<file path="src/rtl/crc_serial_if.sv">
// Serial CRC bus: framed message bits and polynomial in, remainder and check flag out.
interface crc_serial_if #(
    parameter int unsigned CRC_WIDTH = 4
) ();
    logic                 ctrl_en;
    logic                 data_in;
    logic [CRC_WIDTH-1:0] poly;
    logic                 chk_en;
    logic [CRC_WIDTH-1:0] crc_seq;
    logic                 crc_error;

    modport master (
        output ctrl_en,
        output data_in,
        output poly,
        output chk_en,
        input  crc_seq,
        input  crc_error
    );

    modport slave (
        input  ctrl_en,
        input  data_in,
        input  poly,
        input  chk_en,
        output crc_seq,
        output crc_error
    );
endinterface

</file>
<file path="src/rtl/crc_serial.sv">
// Bit-serial CRC generator/checker, MSB first, augmented (division) form.
// Frames are delimited by ctrl_en; end of frame optionally latches a non-zero-remainder flag.
module crc_serial #(
    parameter int unsigned CRC_WIDTH = 4
) (
    input  logic         clk,
    input  logic         rst_n,
    crc_serial_if.slave  bus
);
    logic [CRC_WIDTH-1:0] crc_q, crc_d;
    logic                 en_q, en_d;
    logic                 err_q, err_d;
    logic [CRC_WIDTH-1:0] base;
    logic [CRC_WIDTH-1:0] shifted;
    logic                 frame_start;
    logic                 frame_end;

    always_comb begin
        frame_start = bus.ctrl_en && !en_q;
        frame_end   = !bus.ctrl_en && en_q;
        // A frame start divides from a zero remainder rather than the stale one.
        base        = frame_start ? '0 : crc_q;
        shifted     = {base[CRC_WIDTH-2:0], bus.data_in}
                      ^ (base[CRC_WIDTH-1] ? bus.poly : '0);

        crc_d = crc_q;
        err_d = err_q;
        en_d  = bus.ctrl_en;

        if (bus.ctrl_en) begin
            crc_d = shifted;
            if (frame_start) begin
                err_d = 1'b0;
            end
        end else if (frame_end && bus.chk_en) begin
            err_d = |crc_q;
        end
    end

    // rst_n is active-high despite its name.
    always_ff @(posedge clk) begin
        if (rst_n) begin
            crc_q <= '0;
            en_q  <= 1'b0;
            err_q <= 1'b0;
        end else begin
            crc_q <= crc_d;
            en_q  <= en_d;
            err_q <= err_d;
        end
    end

    assign bus.crc_seq   = crc_q;
    assign bus.crc_error = err_q;
endmodule

</file>
<file path="src/flat_wrapper.sv">
// flat-port wrapper written by rule: the top's interface ports become plain ports
module crc_serial_flat 
#(
    parameter int unsigned CRC_WIDTH = 4
)
  (clk, rst_n, bus_ctrl_en, bus_data_in, bus_poly, bus_chk_en, bus_crc_seq, bus_crc_error);
  crc_serial_if #(.CRC_WIDTH(CRC_WIDTH)) bus_i ();
  input  logic clk;
  input  logic rst_n;
  input wire logic [$bits(bus_i.ctrl_en)-1:0] bus_ctrl_en;
  input wire logic [$bits(bus_i.data_in)-1:0] bus_data_in;
  input wire logic [$bits(bus_i.poly)-1:0] bus_poly;
  input wire logic [$bits(bus_i.chk_en)-1:0] bus_chk_en;
  output wire logic [$bits(bus_i.crc_seq)-1:0] bus_crc_seq;
  output wire logic [$bits(bus_i.crc_error)-1:0] bus_crc_error;
  assign bus_i.ctrl_en = bus_ctrl_en;
  assign bus_i.data_in = bus_data_in;
  assign bus_i.poly = bus_poly;
  assign bus_i.chk_en = bus_chk_en;
  assign bus_crc_seq = bus_i.crc_seq;
  assign bus_crc_error = bus_i.crc_error;
  crc_serial #(.CRC_WIDTH(CRC_WIDTH)) u_core (.clk(clk), .rst_n(rst_n), .bus(bus_i));
endmodule
</file>
<file path="config.mk">
export PLATFORM = sky130hd
export DESIGN_NAME = crc_serial_flat
export DESIGN_NICKNAME = d
export VERILOG_FILES = /design/src/rtl/crc_serial_if.sv /design/src/rtl/crc_serial.sv /design/src/flat_wrapper.sv
export SDC_FILE = /design/constraint.sdc
export NUM_CORES = 1
export LEC_CHECK = 0
export BUFFER_PORTS_ARGS = -buffer_cell sky130_fd_sc_hd__buf_4
export CAP_MARGIN = 20
export CORE_AREA = 10 10 47 49
export DETAILED_ROUTE_END_ITERATION = 7
export DIE_AREA = 0 0 57 59
export PLACE_DENSITY = 0.42
export RECOVER_POWER = 25
export SYNTH_ARGS = -nofsm -noshare
export SYNTH_HDL_FRONTEND = slang
export SYNTH_SLANG_ARGS = --single-unit
</file>
<file path="constraint.sdc">
create_clock -name clk -period 2.43 [get_ports clk]
set_input_delay 0.3645 -clock clk [delete_from_list [all_inputs] [get_ports clk]]
set_output_delay 0.3645 -clock clk [all_outputs]
set_load 0.005 [all_outputs]
</file>
======== After elaboration in Yosys (flattened, before gate mapping) ========
Index checks and enable logic that the tools add are counted.
word-level totals
  register bits ........................... 6
  bits in latches ......................... 0
  bits in writable memories ............... 0
  bits in read-only memories .............. 0
  input bits .............................. 9
  output and inout port bits .............. 5
  logic and storage cells ................. 18
  memories ................................ 0
cells by class
  add/subtract/negate cells ............... 0
  multiply operators ...................... 0
  divide/modulo/power cells ............... 0
  $lt $le $gt $ge ......................... 0
  equality and inequality tests ........... 1
  shift operators ......................... 0
  multiplexer cells ....................... 5
  bitwise gates (word level) .............. 1
  reductions and logical operators ........ 8
operator list
  operator                                                number
  2-to-1 mux 4 bit                                        2
  OR reduction 4 bit                                      1
  XOR 4 bit                                               1
  logical AND 1 bit                                       3
  2-to-1 mux 1 bit                                        3
  logical NOT 1 bit                                       2
  inequality test 2 x 1 -> 1 bit (second input constant)  1
  AND reduction 2 bit                                     1
  nonzero test 2 bit                                      1

======== Logic depth before layout (Yosys ltp) ========
  word-level depth ........................ 5
  gate-level depth with buffers ........... 4
  gate-level depth less buffers ........... 3

======== Worst setup path after synthesis ========
Ideal clock, no wire load.
  path kind ............................... register -> register
  start point ............................. reg u_core.crc_q[3], in the netlist u_core.bus.crc_seq[3]
  end point ............................... reg u_core.err_q, in the netlist u_core.bus.crc_error
  setup time .............................. 123 ps
  data arrival time ....................... 988 ps
  data required time ...................... 2307 ps
  path slack .............................. 1319 ps
  stages on the path, launching flop included .. 4
  path buffers ............................ 0
  period minus slack after synthesis ...... 1111 ps
  path through ............................ dfxtp_1 -> or4_1 -> nand3_1 -> a211oi_1
between the ends
  word-level cells in the longest chain between the ends .. 3
ends and longest elaborated chain
  what                    RTL line          text
  start, declared         crc_serial.sv:10  logic [CRC_WIDTH-1:0] crc_q, crc_d;
  start signal, assigned  crc_serial.sv:47  crc_q <= crc_d;
  OR reduction 4 bit      crc_serial.sv:36  err_d = |crc_q;
  2-to-1 mux 1 bit        crc_serial.sv:35  end else if (frame_end && bus.chk_en) begin
  2-to-1 mux 1 bit        crc_serial.sv:30  if (bus.ctrl_en) begin
  end signal, assigned    crc_serial.sv:49  err_q <= err_d;
  end, declared           crc_serial.sv:12  logic err_q, err_d;
No other way between the ends. The select of a mux whose other input is x is not followed.
A chain may end at the register's enable or synchronous reset.

======== Final worst setup path ========
  start point ............................. reg u_core.crc_q[3], in the netlist u_core.bus.crc_seq[3]
  end point ............................... out bus_crc_seq[3]
RTL lines
  what           RTL line            text
  end, declared  flat_wrapper.sv:14  output wire logic [$bits(bus_i.crc_seq)-1:0] bus_crc_seq;
No word-level cell between the ends.

==> impl_metrics.py <==
metrics = {
    "sta": {
        "hold_ws_ns": 0.329,
        "min_period_over_period_pct": 50.4,
        "tns_ns": 0,
        "fmax_ghz": 0.817,
        "finalClockSkew_ns": 0.00411,
        "final_max_slew_viol_count": 0,
        "worst_pin_slew_ns": 0.322,
        "period_minus_slack_ns": 1.22,
        "rsz0062_at_grt": "false",
        "final-hold-violation-count": 0,
        "setup_viol": 0,
        "relSlewSlack_pct": 78.5,
        "fin_ws_ns": 1.21,
    },
    "floorplan": {
        "die_w_um": 57,
        "die_h_um": 59,
        "rows": 14,
        "ioPinCount": 14,
        "die_area_mm2": 0.00336,
        "coreArea_mm2": 0.00140,
        "start_util_pct": 19.6,
    },
    "clock_network": {
        "cts_tree": "built",
        "holdBufCountCts": 0,
        "cts.reportedPaths.clkPinSlew_ns": 0.05,
        "clock_sinks": 6,
        "clockBufferDepth": 2,
        "cts_resized": 0,
        "cts_setup_buffers": 0,
        "cts-root-buf": "clkbuf_4",
        "clkLatencyLatePin_ns": 0.25,
        "htreeDepth": 1,
        "cts_buffers": 3,
    },
    "power_and_ir_drop": {
        "pwr-share-clk_pct": 42.7,
        "switching_share_pct": 23.0,
        "leakage_nw": 0.158,
        "peakVddDrop_mv": 0.159,
        "net-switching-power_mw": 0.0510,
        "intPower_mw": 0.170,
        "pwr-share-seq_pct": 47.1,
        "comb_power_share_pct": 10.2,
        "power_mw": 0.221,
        "p_per_area_mw_per_mm2": 545,
    },
    "logic_synthesis": {
        "synth-seq-cells": 6,
        "ys_seq_area_share_pct": 43.8,
        "synth_area_leader_cell": "dfxtp_1",
        "yosys_warnings": 0,
        "synth.top_cell.area_share_pct": 43.8,
        "synth_cell_types": 16,
        "netlist_area_um2": 274,
        "synthTopCellsByArea": "dfxtp_1, nand2_1, o32ai_1",
        "syn_area_per_cell_um2": 8.30,
        "syn_nets": 42,
        "synth_cells": 33,
    },
    "worst_setup_path": {
        "worstPathCellList": "buf_4",
        "crit_buf_inv": 1,
        "crit_fanout": 8,
        "critPathKind": "register to output port",
        "endpoint_kind": "output port",
        "slowest_delay_ns": 0.45,
        "critPathSlowestCell": "dfxtp_1",
        "startpoint_type": "register",
        "crit_arrival_ns": 0.86,
        "cp.required_ns": 2.07,
        "crit_family": "flip-flops",
    },
    "outcome": {
        "status": "completed",
    },
    "route": {
        "num_vias": 289,
        "ant_nets": 0,
        "wire_per_inst_um": 12.5,
        "via_per_inst": 4.52,
        "drcViolationCount": 0,
        "wl_um": 797,
        "first_pass_iters": 2,
        "drt_iter0_markers": 2,
    },
    "cells_and_area": {
        "diodes": 0,
        "drive_gt1_share_pct": 31.3,
        "fin_nets": 59,
        "area_growth_pct": 48.4,
        "finish.utilization_pct": 29.0,
        "stdcell_count": 64,
        "final_area_um2": 407,
        "fillers": 170,
    },
    "global_route": {
        "grt_pass1_wl_um": 1310,
        "grtUsageMet1_pct": 4.87,
        "grt.overflow.total": 0,
        "gr-usage-met3_pct": 3.65,
        "antenna_found_initial": 0,
        "grt-busiest-layer": "met2",
        "grt_start_max_net_pins": 9,
        "gr-usage-met2_pct": 7.75,
        "grt_pass1_vias": 319,
        "grt_usage_pct": 5.32,
    },
    "placed_design": {
        "place_inst": 61,
        "place_congestion": 0.716,
        "pre_cts_ws_ns": 1.27,
        "portBuffers": 13,
        "postPlaceCellArea_um2": 388,
    },
    "min_path": {
        "hp-class": "primary input to register",
    },
    "flow_run": {
        "maxCapViolCount": 0,
    },
}
power groups by stage:
stage          sequential, mW  clock, mW  combinational [mW]
6_report                0.104     0.0945              0.0226
5_1_grt                 0.105      0.103              0.0257
4_1_cts                 0.104     0.0983              0.0237
3_5_place_dp            0.106          0              0.0236
3_3_place_gp            0.106          0              0.0239
2_1_floorplan           0.106          0             0.00820
final timing paths:
kind / start / to / slack [ns] / cells after the start
worst max-delay path: u_core.bus.crc_seq[3] / bus_crc_seq[3] / 1.21 / 1
worst min-delay path: rst_n / u_core.en_q / 0.33 / 2
worst max register to register: u_core.bus.crc_seq[3] / u_core.bus.crc_error / 1.27 / 3
worst min register to register: u_core.bus.crc_error / u_core.bus.crc_error / 0.51 / 2
worst register-to-register path, stage by stage, from the launching register on:
cell and delay [ns]:
dfxtp_1 0.37, or4_1 0.52, nand3_1 0.10, a211oi_1 0.06
synthesized netlist by cell type (all sizes together):
master / instances
a211oi: 2
a21oi: 1
a31oi: 1
clkbuf: 1
dfxtp: 6
inv: 3
nand2: 5
nand3: 2
nand3b: 1
nand4: 2
nor2: 2
o21ai: 1
o32ai: 2
or4: 1
xnor2: 1
xor2: 2
cells by family after synthesis:
kind of cell / after synthesis / share of synthesized area (%)
XOR/XNOR: 3 / 9.59
AO/OA/AOI/OAI: 7 / 17.8
buffers and inverters: 4 / 5.48
flip-flops: 6 / 43.8
AND/OR/NAND/NOR: 13 / 23.3
layout make-up:
| class | instances | area, um^2 | share of cell area, % |
|---|---|---|---|
| Clock buffer | 3 | 22.5 | 5.54 |
| Inverter | 3 | 11.3 | 2.77 |
| Multi-Input combinational cell | 23 | 139 | 34.2 |
| Sequential cell | 6 | 120 | 29.5 |
| Tap cell | 16 | 20.0 | 4.92 |
| Timing Repair Buffer | 13 | 93.8 | 23.1 |
routing by layer:
layer	vias to the layer above	part of all wire, %	wire (um)
met5	-	0	0
met3	5	7.3	58
met4	0	3.5	28
li1	150	-	-
met1	124	43	339
met2	10	47	371
state kept, by name, summed over array words and instances, names as in the netlist:
signal,flops
u_core.bus.crc_seq,4
u_core.bus.crc_error,1
u_core.en_q,1
placed cells by master (no fill, tap or decap), drive strengths merged:
cell type | netlist | final
nand2 | 5 | 5
xnor2 | 1 | 1
a31oi | 1 | 1
o21ai | 1 | 1
inv | 3 | 3
o32ai | 2 | 2
nand3b | 1 | 1
xor2 | 2 | 2
a211oi | 2 | 2
nand3 | 2 | 2
or4 | 1 | 1
nand4 | 2 | 2
nor2 | 2 | 2
a21oi | 1 | 1
buf | 0 | 12
clkbuf | 1 | 4
dfxtp | 6 | 6
(Power assumes the default switching activity.)
